## config.mk

```make
export PLATFORM = sky130hd
export DESIGN_NAME = fetch_unit
export DESIGN_NICKNAME = d
export VERILOG_FILES = /design/src/rtl/fetch_unit.sv
export SDC_FILE = /design/constraint.sdc
export NUM_CORES = 1
export LEC_CHECK = 0
export CAP_MARGIN = 20
export CORE_MARGIN = 1.5
export CORE_UTILIZATION = 47
export CTS_CLUSTER_DIAMETER = 40
export DETAILED_ROUTE_END_ITERATION = 7
export PLACE_DENSITY_LB_ADDON = 0.1
export SKIP_CTS_REPAIR_TIMING = 1
export SYNTH_ARGS = -nofsm -noshare
export SYNTH_HDL_FRONTEND = slang
export SYNTH_SLANG_ARGS = --single-unit
export TNS_END_PERCENT = 100
```

## constraint.sdc

```tcl
create_clock -name clk_i -period 2.31 [get_ports clk_i]
set_input_delay 0.462 -clock clk_i [delete_from_list [all_inputs] [get_ports clk_i]]
set_output_delay 0.462 -clock clk_i [all_outputs]
set_load 0.02 [all_outputs]
```

## src/rtl/fetch_unit.sv

```systemverilog
// ----------------------------------------------------------------------------
// fetch_unit
//
// Instruction-fetch stage feeding the IF/ID pipeline register. It owns the
// program counter, issues requests to a variable-latency instruction memory
// and presents at most one instruction per cycle. A one-entry skid buffer
// absorbs the instruction that arrives in the cycle a stall begins. A branch
// flushes both entries and redirects the PC. If a fetch is still in flight
// when the branch arrives, its late acknowledge is discarded (DROP state).
//
// Parameters:
//   RESET_PC         PC loaded on reset (word-aligned)
//
// Ports:
//   clk_i            clock, all state updates on the rising edge
//   rst_n_i          asynchronous active-low reset
//   start_i          pipeline run enable (shared with IF/ID)
//   stall_i          IF/ID hold (shared with IF/ID)
//   branch_i         redirect / flush request
//   branch_target_i  redirect PC, low two bits ignored
//   imem_req_o       instruction memory request
//   imem_addr_o      request address (the internal PC)
//   imem_ack_i       read data valid this cycle while requesting
//   imem_rdata_i     instruction word from memory
//   inst_o           instruction to IF/ID, 32'h0 when the slot is empty
//   pc_o             PC of inst_o
//   inst_valid_o     output slot holds a real instruction
// ----------------------------------------------------------------------------
module fetch_unit #(
    parameter logic [31:0] RESET_PC = 32'h0000_0000
) (
    input  logic        clk_i,
    input  logic        rst_n_i,
    input  logic        start_i,
    input  logic        stall_i,
    input  logic        branch_i,
    input  logic [31:0] branch_target_i,
    output logic        imem_req_o,
    output logic [31:0] imem_addr_o,
    input  logic        imem_ack_i,
    input  logic [31:0] imem_rdata_i,
    output logic [31:0] inst_o,
    output logic [31:0] pc_o,
    output logic        inst_valid_o
);

    typedef enum logic [1:0] {
        ST_IDLE  = 2'd0,
        ST_FETCH = 2'd1,
        ST_SKID  = 2'd2,
        ST_DROP  = 2'd3
    } state_t;

    state_t      state_q, state_d;
    logic [31:0] pc_q, pc_d;
    logic [31:0] slot_inst_q, slot_inst_d;
    logic [31:0] slot_pc_q, slot_pc_d;
    logic        slot_valid_q, slot_valid_d;
    logic [31:0] skid_inst_q, skid_inst_d;
    logic [31:0] skid_pc_q, skid_pc_d;

    logic        consume;
    logic [31:0] target_aligned;
    logic        unused_target_bits;

    // IF/ID takes the output slot at any edge where the pipeline runs
    // without a hold or a flush.
    assign consume            = start_i & ~stall_i & ~branch_i;
    assign target_aligned     = {branch_target_i[31:2], 2'b00};
    assign unused_target_bits = ^branch_target_i[1:0];

    // State, PC, output slot and skid buffer. The skid entry is valid
    // exactly while the FSM sits in ST_SKID, so it needs no valid flag.
    always_ff @(posedge clk_i or negedge rst_n_i) begin
        if (!rst_n_i) begin
            state_q      <= ST_IDLE;
            pc_q         <= RESET_PC;
            slot_inst_q  <= 32'h0;
            slot_pc_q    <= RESET_PC;
            slot_valid_q <= 1'b0;
            skid_inst_q  <= 32'h0;
            skid_pc_q    <= 32'h0;
        end else begin
            state_q      <= state_d;
            pc_q         <= pc_d;
            slot_inst_q  <= slot_inst_d;
            slot_pc_q    <= slot_pc_d;
            slot_valid_q <= slot_valid_d;
            skid_inst_q  <= skid_inst_d;
            skid_pc_q    <= skid_pc_d;
        end
    end

    // Next-state and datapath updates. Branch is tested first in every
    // running state so it beats stall and acknowledge alike.
    always_comb begin
        state_d      = state_q;
        pc_d         = pc_q;
        slot_inst_d  = slot_inst_q;
        slot_pc_d    = slot_pc_q;
        slot_valid_d = slot_valid_q;
        skid_inst_d  = skid_inst_q;
        skid_pc_d    = skid_pc_q;

        case (state_q)
            ST_IDLE: begin
                if (start_i) begin
                    state_d = ST_FETCH;
                end
            end

            ST_FETCH: begin
                if (branch_i) begin
                    slot_valid_d = 1'b0;
                    slot_inst_d  = 32'h0;
                    skid_inst_d  = 32'h0;
                    skid_pc_d    = 32'h0;
                    pc_d         = target_aligned;
                    // An unacknowledged request is still owed an ack by
                    // the memory; that ack must be swallowed.
                    state_d      = imem_ack_i ? ST_FETCH : ST_DROP;
                end else if (imem_ack_i) begin
                    pc_d = pc_q + 32'd4;
                    if (!slot_valid_q || consume) begin
                        slot_inst_d  = imem_rdata_i;
                        slot_pc_d    = pc_q;
                        slot_valid_d = 1'b1;
                    end else begin
                        skid_inst_d = imem_rdata_i;
                        skid_pc_d   = pc_q;
                        state_d     = ST_SKID;
                    end
                end else if (consume) begin
                    slot_valid_d = 1'b0;
                    slot_inst_d  = 32'h0;
                end
            end

            ST_SKID: begin
                if (branch_i) begin
                    slot_valid_d = 1'b0;
                    slot_inst_d  = 32'h0;
                    skid_inst_d  = 32'h0;
                    skid_pc_d    = 32'h0;
                    pc_d         = target_aligned;
                    state_d      = ST_FETCH;
                end else if (consume) begin
                    slot_inst_d  = skid_inst_q;
                    slot_pc_d    = skid_pc_q;
                    slot_valid_d = 1'b1;
                    skid_inst_d  = 32'h0;
                    skid_pc_d    = 32'h0;
                    state_d      = ST_FETCH;
                end
            end

            ST_DROP: begin
                // Slot and skid are already empty here; a further branch
                // only moves the PC and keeps waiting.
                if (branch_i) begin
                    pc_d = target_aligned;
                end else if (imem_ack_i) begin
                    state_d = ST_FETCH;
                end
            end

            default: begin
                state_d = ST_IDLE;
            end
        endcase
    end

    // Outputs come straight from registers or the state decode, never from
    // the memory inputs.
    assign imem_req_o   = (state_q == ST_FETCH) || (state_q == ST_DROP);
    assign imem_addr_o  = pc_q;
    assign inst_o       = slot_inst_q;
    assign pc_o         = slot_pc_q;
    assign inst_valid_o = slot_valid_q;

endmodule

```

==> metrics.cfg <==
[status]
outcome = completed

[finish]
fin_util_pct = 63.72
diodes = 0
fill_cells = 1341
nNetsFinal = 1060
drive_gt1_share_pct = 8.225
postLayoutCellArea_mm2 = 0.01053
syn2layout_area_growth_pct = 32.51

[run]
cap_violations = 0

[route]
ant_nets = 0
viasPerCell = 5.929
vias = 7216
drcViolationCount = 0
drt_iter0_markers = 615
drtPass1Iterations = 5
wl_um = 21600
wl_per_cell_um = 17.74

[cts]
cts_tree = done
clkLatencyLatePin_ns = 0.43
cts_buffers = 17
htree_levels = 4
path_clk_slew_ns = 0.06
clock_sinks = 159
root_buffer = clkbuf_16
cts_buffer_depth = 2

[synth]
synth_top_area_cell = dfrtp_1
synth_area_leaders = dfrtp_1, o31ai_1, nand2_1
syn_area_mm2 = 0.007946
synth-edff-count = 0
seq_area_frac_synth_pct = 50.07
synth_cell_types = 54
ys_seq_elements = 159
synthArstFlopShare_pct = 100.0
yosys_warnings = 0
synth_top_cell_area_share_pct = 50.07
ys.flop_type = dfrtp_1
syn_avg_cell_area_um2 = 9.316
syn_inst = 853

[timing]
clock.fmax_ghz = 0.4659
setup_tns_ns = 0
min_period_over_period_pct = 92.93
min_period_ns = 2.147
slew_violations = 0
rsz0062_at_grt = no
clock-skew-final_ns = 0.01317
setup_violations = 0
hold_viol = 0

[critical_path]
crit_required_ns = 1.85
start_kind = flop
path_class = flop to primary output
endpoint_kind = primary output
crit_chain = clkdlybuf4s50_1
crit_family = buffers and inverters
slowest_delay_ns = 0.73
crit_path_max_fanout = 10
cp_slowest_cell = clkdlybuf4s50_1
critPathBufInv = 1
arrival_ns = 1.68

[floorplan]
core.rowCount = 47
core_mm2 = 0.01652
dieWidth_um = 133.0
ios = 168
dieArea_mm2 = 0.01770
die_h_um = 133.0
start_util_pct = 48.09

[global_routing]
antenna_found_initial = 1
gr-total-overflow = 0
grt_max_degree = 98
grtUsageTotal_pct = 25.12
grt_pass1_wl_um = 35490
grt_pass1_vias = 6840

[power_and_ir_drop]
irDropWorstVdd_uv = 907.8
total_leakage_power_nw = 4.274
power_density_mw_per_mm2 = 1506
p_total_mw = 15.86

[worst_hold_path]
hold_class = flop to flop

[place]
post-dp-hpwl_um = 14220
place_area_mm2 = 0.009911
port_buffers = 163
gp_congestion = 0.8822

## path summary, 6_finish.rpt
kind                                 startpoint         endpoint  slack [ns]  depth (start not counted)
min in group asynchronous               rst_n_i       inst_o[26]        0.52                          2
max in group asynchronous               rst_n_i   imem_addr_o[2]        1.09                          3
worst min register to register       inst_o[18]       inst_o[18]        0.47                          2
worst max-delay path            imem_addr_o[23]  imem_addr_o[23]        0.16                          1
worst max register to register  imem_addr_o[10]  imem_addr_o[29]        0.28                          5
worst min-delay path                 inst_o[18]       inst_o[18]        0.47                          2
## logic make-up after synthesis
group                    after synthesis  share of synthesized area [%]
buffers and inverters                 99                          5.542
AND/OR/NAND/NOR                      234                          13.35
multiplexers                          34                          4.283
other                                  1                        0.04719
flip-flops                           159                          50.07
AO/OA/AOI/OAI                        321                          25.92
adder cells (fa/ha/maj)                5                         0.7873
## report_power, final
group | leakage (nW) | switching, mW | internal, mW
combinational | 2.02 | 4.51 | 3.30
sequential | 1.97 | 1.07 | 4.09
clock | 0.293 | 1.10 | 1.78
total | 4.27 | 6.68 | 9.17
## placed cells by master, fill, tap and decap left out, drive strengths merged, types with 14 or more instances in the layout
cell type / n
nand2: 116
o31ai: 96
clkdlybuf4s50: 160
a22oi: 32
clkbuf: 22
mux2i: 34
o21ai: 78
a21oi: 70
dfrtp: 159
nand4: 14
nor2: 53
nand3: 19
buf: 38
## flip-flops by register name, indices dropped and copies added, names as in the netlist
name	cells
imem_addr_o	30
inst_o	32
inst_valid_o	1
pc_o	31
skid_inst_q	32
skid_pc_q	31
state_q	2
## synth_stat cells (all sizes together), types with 2 or more instances
library cell,instances
clkbuf,53
a311oi,2
buf,35
nor3,3
and4,4
nor4,2
a41o,3
a211oi,2
nand3,19
and3,5
inv,11
a31oi,3
nand4,14
o21a,2
o31ai,96
nor2,53
a221oi,2
and2,5
a21oi,70
o22ai,12
dfrtp,159
a2bb2oi,10
ha,5
o21ai,78
a22oi,32
nand2b,2
nand2,116
or3,4
nor2b,3
mux2i,34
## routing by layer
metal  share of wire [%]  GRT usage, %  vias to the layer above
li1                    -             -                     3386
met1                  44         34.08                     3516
met2                  48         40.54                      279
met3                 6.1         4.751                       33
met4                 1.8         8.730                        2
met5               0.060             0                        -
## through the flow
step	std cells	worst slack, ns	hold WS, ns
3_5_place_dp	1185	-0.07517	0.4095
6_report	1217	0.1634	0.4746
2_1_floorplan	854	0.3437	0.1664
4_1_cts	1216	-0.1632	-0.04421
3_3_place_gp	1185	0.01441	0.4074
5_1_grt	1217	0.1100	0.4997
## final cells by class
| cell class | count | area (µm²) | area share, % |
|---|---|---|---|
| sequential | 159 | 3979 | 37.79 |
| multi-input combinational | 596 | 3617 | 34.35 |
| timing repair buffer | 200 | 2011 | 19.09 |
| clock buffer | 22 | 474.2 | 4.503 |
| tap | 220 | 275.3 | 2.614 |
| clock inverter | 9 | 132.6 | 1.260 |
| inverter | 11 | 41.29 | 0.3921 |
Power figures use the tool's default switching activity.
